File: config.mk
export PLATFORM = sky130hd
export DESIGN_NAME = seg7_capture_flat
export DESIGN_NICKNAME = d
export VERILOG_FILES = /design/src/rtl/seg7_pkg.sv /design/src/rtl/seg7_capture_if.sv /design/src/rtl/seg7_pattern_decode.sv /design/src/rtl/seg7_capture.sv /design/src/flat_wrapper.sv
export SDC_FILE = /design/constraint.sdc
export NUM_CORES = 1
export LEC_CHECK = 0
export ABC_AREA = 1
export CORE_AREA = 5 5 114 116
export CTS_CLUSTER_SIZE = 30
export DETAILED_ROUTE_END_ITERATION = 6
export DIE_AREA = 0 0 119 121
export PLACE_DENSITY_LB_ADDON = 0.15
export SYNTH_ARGS = -nofsm -noshare
export SYNTH_HDL_FRONTEND = slang
export SYNTH_SLANG_ARGS = --single-unit
export TNS_END_PERCENT = 30
File: constraint.sdc
create_clock -name clk -period 7.1 [get_ports clk]
set_input_delay 1.065 -clock clk [delete_from_list [all_inputs] [get_ports clk]]
set_output_delay 1.065 -clock clk [all_outputs]
set_load 0.05 [all_outputs]
File: src/rtl/seg7_pkg.sv
// Shared constants for the seven-segment frame capture: active-low glyph patterns,
// FSM state encoding and small an_n helpers.
package seg7_pkg;

  localparam int STABLE_CYCLES_DEF = 4;

  // Active-low patterns, bit order {g,f,e,d,c,b,a}
  localparam logic [6:0] SEG_0     = 7'h40;
  localparam logic [6:0] SEG_1     = 7'h79;
  localparam logic [6:0] SEG_2     = 7'h24;
  localparam logic [6:0] SEG_3     = 7'h30;
  localparam logic [6:0] SEG_4     = 7'h19;
  localparam logic [6:0] SEG_5     = 7'h12;
  localparam logic [6:0] SEG_6     = 7'h02;
  localparam logic [6:0] SEG_7     = 7'h78;
  localparam logic [6:0] SEG_8     = 7'h00;
  localparam logic [6:0] SEG_9     = 7'h10;
  localparam logic [6:0] SEG_A     = 7'h08;
  localparam logic [6:0] SEG_B     = 7'h03;
  localparam logic [6:0] SEG_C     = 7'h46;
  localparam logic [6:0] SEG_D     = 7'h21;
  localparam logic [6:0] SEG_E     = 7'h06;
  localparam logic [6:0] SEG_F     = 7'h0E;
  localparam logic [6:0] SEG_BLANK = 7'h7F;

  typedef enum logic [1:0] {
    ST_IDLE  = 2'd0,
    ST_COUNT = 2'd1,
    ST_HELD  = 2'd2
  } seg7_state_t;

  function automatic logic is_onehot_low(input logic [3:0] an_n);
    case (an_n)
      4'b1110, 4'b1101, 4'b1011, 4'b0111: return 1'b1;
      default:                            return 1'b0;
    endcase
  endfunction

  function automatic logic [1:0] digit_index(input logic [3:0] an_n);
    case (an_n)
      4'b1101: return 2'd1;
      4'b1011: return 2'd2;
      4'b0111: return 2'd3;
      default: return 2'd0;
    endcase
  endfunction

endpackage

File: src/rtl/seg7_capture_if.sv
// Display-side inputs and captured-frame outputs of seg7_capture.
// master = display/stimulus side, slave = capture block.
interface seg7_capture_if;
  import seg7_pkg::*;

  logic [6:0]  seg_n;
  logic [3:0]  an_n;
  logic [15:0] value;
  logic        frame_valid;
  logic [3:0]  digit_err;
  logic [3:0]  digit_blank;

  modport master (
    output seg_n, an_n,
    input  value, frame_valid, digit_err, digit_blank
  );

  modport slave (
    input  seg_n, an_n,
    output value, frame_valid, digit_err, digit_blank
  );

endinterface

File: src/rtl/seg7_pattern_decode.sv
// Combinational glyph decoder: maps an active-low segment pattern to a hex nibble.
// o_known marks a hex glyph; o_blank marks all segments off; neither means unrecognised.
module seg7_pattern_decode
  import seg7_pkg::*;
(
  input  logic [6:0] i_seg_n,
  output logic [3:0] o_nibble,
  output logic       o_known,
  output logic       o_blank
);

  always_comb begin
    o_nibble = 4'h0;
    o_known  = 1'b1;
    o_blank  = 1'b0;
    case (i_seg_n)
      SEG_0:     o_nibble = 4'h0;
      SEG_1:     o_nibble = 4'h1;
      SEG_2:     o_nibble = 4'h2;
      SEG_3:     o_nibble = 4'h3;
      SEG_4:     o_nibble = 4'h4;
      SEG_5:     o_nibble = 4'h5;
      SEG_6:     o_nibble = 4'h6;
      SEG_7:     o_nibble = 4'h7;
      SEG_8:     o_nibble = 4'h8;
      SEG_9:     o_nibble = 4'h9;
      SEG_A:     o_nibble = 4'hA;
      SEG_B:     o_nibble = 4'hB;
      SEG_C:     o_nibble = 4'hC;
      SEG_D:     o_nibble = 4'hD;
      SEG_E:     o_nibble = 4'hE;
      SEG_F:     o_nibble = 4'hF;
      SEG_BLANK: begin
        o_known = 1'b0;
        o_blank = 1'b1;
      end
      default:   o_known = 1'b0;
    endcase
  end

endmodule

File: src/rtl/seg7_capture.sv
// Snoops a multiplexed 4-digit display and rebuilds the shown hex value; frame_valid
// follows the completing digit by STABLE_CYCLES+2 cycles. Passive listener, no backpressure.
module seg7_capture
  import seg7_pkg::*;
#(
  parameter int STABLE_CYCLES = STABLE_CYCLES_DEF
)(
  input logic           clk,
  input logic           rst,
  seg7_capture_if.slave bus
);

  localparam logic [7:0] STABLE_W = 8'(STABLE_CYCLES);

  logic [6:0]  r_seg_smp;
  logic [3:0]  r_an_smp;
  logic [6:0]  r_seg_rec;
  logic [3:0]  r_an_rec;
  seg7_state_t r_state;
  logic [7:0]  r_count;
  logic [15:0] r_slots;
  logic [3:0]  r_seen;
  logic [15:0] r_value;
  logic        r_frame_valid;
  logic [3:0]  r_digit_err;
  logic [3:0]  r_digit_blank;

  seg7_state_t w_state_nxt;
  logic [7:0]  w_count_nxt;
  logic [7:0]  w_count_inc;
  logic        w_same;
  logic        w_onehot;
  logic        w_restart;
  logic        w_record;
  logic        w_capture;
  logic [1:0]  w_idx;
  logic [3:0]  w_bit;
  logic [3:0]  w_dec_nibble;
  logic        w_dec_known;
  logic        w_dec_blank;
  logic        w_frame_done;
  logic [3:0]  w_seen_base;
  logic [3:0]  w_err_base;

  seg7_pattern_decode u_decode (
    .i_seg_n  (r_seg_smp),
    .o_nibble (w_dec_nibble),
    .o_known  (w_dec_known),
    .o_blank  (w_dec_blank)
  );

  assign w_same       = (r_seg_smp == r_seg_rec) && (r_an_smp == r_an_rec);
  assign w_onehot     = is_onehot_low(r_an_smp);
  assign w_count_inc  = (r_count == 8'hFF) ? r_count : r_count + 8'd1;
  assign w_idx        = digit_index(r_an_smp);
  assign w_bit        = ~r_an_smp;
  assign w_frame_done = (r_seen == 4'hF);
  // A capture landing on the completion edge starts the next frame
  assign w_seen_base  = w_frame_done ? 4'h0 : r_seen;
  assign w_err_base   = w_frame_done ? 4'h0 : r_digit_err;

  always_ff @(posedge clk or posedge rst) begin
    if (rst) begin
      r_state <= ST_IDLE;
      r_count <= 8'd0;
    end else begin
      r_state <= w_state_nxt;
      r_count <= w_count_nxt;
    end
  end

  always_comb begin
    w_state_nxt = r_state;
    w_count_nxt = r_count;
    w_restart   = 1'b0;
    w_record    = 1'b0;
    w_capture   = 1'b0;
    case (r_state)
      ST_IDLE: w_restart = 1'b1;
      ST_COUNT: begin
        if (w_same) begin
          w_count_nxt = w_count_inc;
          if (w_count_inc >= STABLE_W) begin
            w_capture   = 1'b1;
            w_state_nxt = ST_HELD;
          end
        end else begin
          w_restart = 1'b1;
        end
      end
      ST_HELD: if (!w_same) w_restart = 1'b1;
      default: w_state_nxt = ST_IDLE;
    endcase
    // HELD leaving on a changed sample acts exactly like IDLE in the same cycle
    if (w_restart) begin
      if (w_onehot) begin
        w_record    = 1'b1;
        w_count_nxt = 8'd1;
        if (STABLE_W <= 8'd1) begin
          w_capture   = 1'b1;
          w_state_nxt = ST_HELD;
        end else begin
          w_state_nxt = ST_COUNT;
        end
      end else begin
        w_state_nxt = ST_IDLE;
        w_count_nxt = 8'd0;
      end
    end
  end

  always_ff @(posedge clk or posedge rst) begin
    if (rst) begin
      r_seg_smp <= 7'h7F;
      r_an_smp  <= 4'hF;
      r_seg_rec <= 7'h7F;
      r_an_rec  <= 4'hF;
    end else begin
      r_seg_smp <= bus.seg_n;
      r_an_smp  <= bus.an_n;
      if (w_record) begin
        r_seg_rec <= r_seg_smp;
        r_an_rec  <= r_an_smp;
      end
    end
  end

  always_ff @(posedge clk or posedge rst) begin
    if (rst) begin
      r_slots       <= 16'h0000;
      r_seen        <= 4'h0;
      r_digit_err   <= 4'h0;
      r_digit_blank <= 4'hF;
    end else begin
      r_seen      <= w_seen_base | (w_capture ? w_bit : 4'h0);
      r_digit_err <= w_err_base |
                     ((w_capture && !w_dec_known && !w_dec_blank) ? w_bit : 4'h0);
      if (w_capture && w_dec_known) begin
        r_slots[{w_idx, 2'b00} +: 4] <= w_dec_nibble;
        r_digit_blank                <= r_digit_blank & ~w_bit;
      end else if (w_capture && w_dec_blank) begin
        r_slots[{w_idx, 2'b00} +: 4] <= 4'h0;
        r_digit_blank                <= r_digit_blank | w_bit;
      end
    end
  end

  always_ff @(posedge clk or posedge rst) begin
    if (rst) begin
      r_value       <= 16'h0000;
      r_frame_valid <= 1'b0;
    end else begin
      r_frame_valid <= w_frame_done;
      if (w_frame_done) r_value <= r_slots;
    end
  end

  assign bus.value       = r_value;
  assign bus.frame_valid = r_frame_valid;
  assign bus.digit_err   = r_digit_err;
  assign bus.digit_blank = r_digit_blank;

endmodule

File: src/flat_wrapper.sv
// flat-port wrapper written by rule: the top's interface ports become plain ports
module seg7_capture_flat import seg7_pkg::*;
#(
  parameter int STABLE_CYCLES = STABLE_CYCLES_DEF
)
  (clk, rst, bus_seg_n, bus_an_n, bus_value, bus_frame_valid, bus_digit_err, bus_digit_blank);
  seg7_capture_if bus_i ();
  input logic clk;
  input logic rst;
  input wire logic [$bits(bus_i.seg_n)-1:0] bus_seg_n;
  input wire logic [$bits(bus_i.an_n)-1:0] bus_an_n;
  output wire logic [$bits(bus_i.value)-1:0] bus_value;
  output wire logic [$bits(bus_i.frame_valid)-1:0] bus_frame_valid;
  output wire logic [$bits(bus_i.digit_err)-1:0] bus_digit_err;
  output wire logic [$bits(bus_i.digit_blank)-1:0] bus_digit_blank;
  assign bus_i.seg_n = bus_seg_n;
  assign bus_i.an_n = bus_an_n;
  assign bus_value = bus_i.value;
  assign bus_frame_valid = bus_i.frame_valid;
  assign bus_digit_err = bus_i.digit_err;
  assign bus_digit_blank = bus_i.digit_blank;
  seg7_capture #(.STABLE_CYCLES(STABLE_CYCLES)) u_core (.clk(clk), .rst(rst), .bus(bus_i));
endmodule
### After elaboration in Yosys (flattened, before gate mapping)

Cells that the tools add are included.

* bits in registers: 77
* word-level logic and storage cells: 103

* multiplexer cells: 32
* eq/ne operators: 29
* reductions and logical operators: 18
* add/subtract/negate cells: 2
* bitwise operators: 6
* shifts and indexed selects: 3
* magnitude comparators: 1

Operators by type and width (number)
* one-hot mux 4 bit (15 select lines): 1
* equality test 7 bit, second input constant: 5
* bitwise mux 16 bit: 2
* two-way mux 16 bit: 2
* two-way mux 8 bit: 4
* two-way mux 4 bit: 6
* equality test 7 x 5 -> 1 bit, second input constant: 3
* equality test 7 x 6 -> 1 bit, second input constant: 3
* equality test 4 bit, second input constant: 4
* OR reduction 16 bit: 1
* variable shift 4 x 6 -> 16 bit, first input constant: 1
* variable part select 4 x 6 -> 16 bit: 1
* variable part select 4 x 6 -> 16 bit, first input constant: 1
* equality test 7 x 2 -> 1 bit, second input constant: 2
* equality test 7 x 4 -> 1 bit, second input constant: 2
* OR 4 bit: 3
* two-way mux 1 bit: 11
* adder 8 x 1 -> 8 bit, second input constant: 1
* equality test 8 bit, second input constant: 1
* >= comparator 8 x 3 -> 1 bit, second input constant: 1
* inverter 4 bit: 2
* equality test 7 x 3 -> 1 bit, second input constant: 1
* equality test 7 bit: 1
* logical NOT 7 bit: 1
* other kinds (20): 31

### Depth between registers and ports, before layout

* depth after elaboration: 10
* mapped depth: 13
* mapped depth without buffers: 13

### Hierarchy

Synthesis repeated with hierarchy kept, for this count alone.

* cell total of the unflattened synthesis: 512
* area total of the unflattened synthesis: 4155.2 µm²

By module, submodules not included
* seg7_capture: instances 1, sequential area each 1959.4 µm², area an instance 3813.7 µm², cells an instance 435
* seg7_pattern_decode: instances 1, sequential area each 0.0 µm², area an instance 341.6 µm², cells an instance 77

### Worst setup path before layout

No wires, ideal clock.

* kind: register to register
* start: register u_core.r_an_smp[0]
* end: register u_core.r_slots[1]
* data required time: 7033 ps
* path slack: 5026 ps
* arrival: 2008 ps
* stages on the path, launching flop included: 9
* cells stage by stage: dfstp_2 -> nand2_1 -> nor3_1 -> a31o_2 -> inv_1 -> ha_1 -> nor4_1 -> nand3_1 -> nand2_1

* word-level cells in the longest chain between the ends: 7
* elaborated cells on any way between the ends: 19
* those cells by class: add/sub (1); eq/ne (4); shift (3); mux (7); reduce/logical (4)

RTL lines
* from (decl): line seg7_capture.sv:16 `logic [3:0] r_an_smp;`
* from (signal assigned): line seg7_capture.sv:120 `r_an_smp <= bus.an_n;`
* equality test 4 x 3 -> 1 bit / equality test 4 bit (equally long branches): line seg7_pkg.sv:40 `case (an_n)`
* one-hot mux 2 bit (3 select lines): line seg7_pkg.sv:40
* negator 4 -> 6 bit: line seg7_capture.sv:139, seg7_capture.sv:142
* variable part select 4 x 6 -> 16 bit / variable shift 4 x 6 -> 16 bit (equally long branches): line seg7_capture.sv:142, seg7_capture.sv:139
* bitwise mux 16 bit: line seg7_capture.sv:142 `r_slots[{w_idx, 2'b00} +: 4] <= 4'h0;`
* two-way mux 16 bit: line seg7_capture.sv:141 `end else if (w_capture && w_dec_blank) begin`
* two-way mux 16 bit: line seg7_capture.sv:138 `if (w_capture && w_dec_known) begin`
* to (signal, indexed assignment): line seg7_capture.sv:139 `r_slots[{w_idx, 2'b00} +: 4] <= w_dec_nibble;`
* to (decl): line seg7_capture.sv:21 `logic [15:0] r_slots;`

Several ways; a longest one is shown, not always the timed one. The select of a mux whose other input is x is not followed.
A chain may end at the register's enable or synchronous reset.

==> impl_summary.md <==
Route
The number of remaining DRC errors is 0. Using the TritonRoute via totals, the vias-per-cell ratio works out to 4.61. The first TritonRoute pass finished after 4 iterations.

The remaining number of nets flagged by the antenna check after routing is 0. The overall routed net length is 8600 um. The initial DRC count is 196. Dividing the detail-routed wire length by the instance count gives 13.0 um.

Detailed routing inserted a total of 3036 vias.

STA
Of the available clock period, the critical path in the final layout requires 38.6%. Setup repair after global routing left no endpoint under its margin. In this run the tightest slew margin relative to its limit is 34.7%.

Between clock sinks in the finished design, the worst skew comes to 9.08 ps. Setup violations remaining at the end of the flow were counted as 0. The number of failing hold endpoints at the final stage is 0. At the pin with the least slew margin, the transition time is 979 ps. Subtracting the final worst setup slack from the clock period gives 2740 ps. The maximum clock frequency is 365 MHz.

The setup total negative slack is 0 ps. The number of pins with negative max-slew slack in the final report is 0.

Clock tree
The clock-pin slew on the worst setup and hold paths is 70 ps. The master cell of the clock root buffer is clkbuf_16. The maximum count of clock buffers along a single path is 2. The number of cells upsized or downsized after cts is 0. Post-CTS timing repair inserted 0 buffers for setup.

The TritonCTS clock tree is yes. Counting every sink on the clock net gives 77. The later pin in the worst-skew pair is clocked with a latency of 340 ps. The cts-stage hold buffer count is 0. In this run the number of H-tree levels came out at 3. Counting the buffers created by CTS gives 9.

Cells and area
The final net count is 530. The combined flip-flop and latch cell area is 0.00196 mm2. In the final layout, the share of cells above drive strength 1 is 18.9%.

The area of all placed cells without fillers is 0.00483 mm2. The synthesis-to-finish area growth is 20.3%. Measured on the finished design, the core utilization comes to 40.9%. The footprint of the multi-input gates is 0.00180 mm2. The final instance count without filler cells is 659. The antenna diode count is 0.

The fill cell total of the finished layout is 1175.

Run status
The flow ran to the end, and the final reports show no timing, DRC or antenna violations.

Synth
The unique cell type count in the Yosys netlist is 35. Synthesis handed over a netlist of 464 instances. Sequential cells were found to cover 48.8% of the synthesized design area.

The number of warnings reported in the yosys synthesis log is 0. In the synthesized netlist the dominant register cell turns out to be dfrtp_1. The post-synthesis net count is 487. The synthesized netlist occupies a cell area of 0.00402 mm2.

The mean instance size in the synthesized netlist is 8.66 um2. The synthesized design contains 0 enable-type register cells. Of all flip-flops after synthesis, the portion carrying an async set or reset was 100%. The flop and latch count out of synthesis is 77.

Global route
Global routing used 13.0% of the available tracks. The first global-routing pass estimated 15000 um of wire. The initial antenna violation count is 0.

The total congestion overflow after global routing is 0. Entering global routing, the biggest net connects 78 pins. The via count of the first global-routing pass was 3117.

Pwr
The sequential cell fraction of total power is 46.0%. In this run the power spent charging and discharging nets is 0.289 mW. Combinational logic is responsible for 11.1% of the overall power. For this design the ratio of total power to cell area is 225 mW/mm2. For this design the static power due to leakage is 2.32 nW.

Net switching is 26.6% of the power. IR analysis of the VDD net gives a maximum drop of 0.0000905 V. The internal power of the cells totals 0.798 mW.

The proportion of power drawn by the clock network is 42.9%.

Floorplan
For this design the top-level I/O count stands at 38. Once the floorplan was initialized, standard cells occupied 34.0% of the core. The die height is 121 um.

The area of the die is 0.0144 mm2. The width of the die is 119 um. The area of the core region is 0.0118 mm2.

The initialized floorplan defines 40 standard-cell rows.

Flow run
Across the run, the number of max-cap violations was 0.

Critical path
The cell count along the critical path is 1. The internal reg-to-reg setup slack is 4700 ps. The element type at the critical path start is a flip-flop.

The logic depth of the worst register-to-register path is 8. By startpoint and endpoint, the worst setup path is classified as reg2out. The slowest stage of the critical path is the clkdlybuf4s50_1 cell. The worst register-to-register path ends at u_core.r_slots[1].

The endpoint kind of the worst setup timing path is an output port. The worst-path maximum fanout is 2. The critical path data required time is 6030 ps.

The critical path goes through clkdlybuf4s50_1. The startpoint identified for the worst register-to-register timing path is u_core.r_an_smp[2]. The data arrival time of the worst path is 1670 ps. The kind of cell with the highest combined delay along the critical path is buffers and inverters. On the worst path, the slowest cell contributes a delay of 800 ps. Together, buffers and inverters on the worst path number 1.

Hold path
The destination of the worst hold path is u_core.r_slots[7]. In this run the worst hold path is classified as reg2reg. The startpoint of the worst hold path is u_core.r_slots[7]. The count of cells along the worst hold path is 2.

Placement
The port buffer count is 37. The last weighted congestion value of the routability-driven placer is 0.825. The placed wire-length estimate is 6270 um. The count of placed standard cells including taps is 643. The post-detailed-placement cell area is 0.00453 mm2.
-- power by group through the flow --
stage               sequential, mW  combinational (mW)  clock, mW
CTS                          0.500               0.123      0.480
floorplan                    0.501              0.0964          0
global route                 0.503               0.140      0.499
detailed placement           0.507               0.123          0
global placement             0.506               0.121          0
finish                       0.500               0.121      0.466
-- state kept, by name, summed over array words and instances, names as in the netlist, 2 cells and up, named ones only --
register	count
u_core.bus.value	16
u_core.r_slots	16
u_core.r_count	8
u_core.r_seg_rec	7
u_core.r_seg_smp	7
u_core.bus.digit_err	4
u_core.r_an_rec	4
u_core.r_an_smp	4
u_core.r_seen	4
u_core.r_state	2
-- area by class of cell --
class                           count  share of cell area, %
Clock inverter                      6                   1.48
Sequential cell                    77                   40.5
Timing Repair Buffer               39                   7.97
Clock buffer                       10                   4.74
Inverter                           56                   4.35
Tap cell                          147                   3.80
Multi-Input combinational cell    324                   37.1
-- logic make-up after synthesis --
family | Yosys count | synth area share (%)
DFF | 77 | 48.8
and+or+nand+nor | 252 | 29.3
xor gates and xnor gates | 10 | 2.18
adders and majority gates | 10 | 3.11
muxes | 16 | 4.48
buffers and inverters | 63 | 6.79
AOI/OAI and AO/OA | 36 | 5.42
-- stage by stage --
step / total power [mW] / worst slack [ps] / hold WS (ps)
after floorplan: 0.597 / 4110 / 436
after detailed placement: 0.630 / 4680 / 457
final: 1.09 / 4360 / 470
after global routing: 1.14 / 4330 / 500
after CTS: 1.10 / 4350 / 473
after global placement: 0.627 / 4690 / 460
-- layer usage --
metal | GRT usage (%) | wire length [um]
met5 | 0 | 0
met4 | 6.01 | 155
met3 | 2.80 | 296
met2 | 20.1 | 3830
met1 | 17.4 | 4320
-- how the worst max path moves through the flow --
stage / startpoint / end
finish: flip-flop / bus_digit_blank[3]
global route: flip-flop / bus_digit_blank[3]
CTS: flip-flop / bus_digit_blank[3]
detailed placement: rst / u_core.bus.value[2]
global placement: rst / u_core.bus.value[2]
floorplan: rst / u_core.bus.digit_err[0]
-- cells in the mapped netlist, types with 4 or more instances --
cell | count | area share, %
o22ai_1 | 5 | 0.78
mux2_2 | 16 | 4.5
ha_1 | 10 | 3.1
o21ai_0 | 15 | 1.9
o21ai_1 | 5 | 0.62
xnor2_1 | 8 | 1.7
inv_1 | 49 | 4.6
nor2_2 | 5 | 0.78
nand3_1 | 38 | 4.7
inv_2 | 7 | 0.65
nand2_1 | 128 | 12
dfrtp_1 | 51 | 32
nor2_4 | 4 | 1.1
nand4_1 | 8 | 1.2
a21boi_0 | 7 | 1.3
nand3_2 | 4 | 1.0
dfstp_2 | 26 | 17
buf_6 | 4 | 1.1
nor2_1 | 45 | 4.2
nand2_2 | 6 | 0.93
-- cell usage in the layout, fill, tap and decap left out, types with 6 or more instances in the layout --
cell type,instances
nand4_1,8
dfrtp_1,51
ha_1,10
clkbuf_16,9
inv_1,48
nand2_1,128
nand3_1,38
mux2_2,16
clkdlybuf4s50_1,37
xnor2_1,8
inv_2,8
o21ai_0,15
a21boi_0,7
dfstp_2,26
nand2_2,6
nor2_1,45
Power figures use the tool's default switching activity.
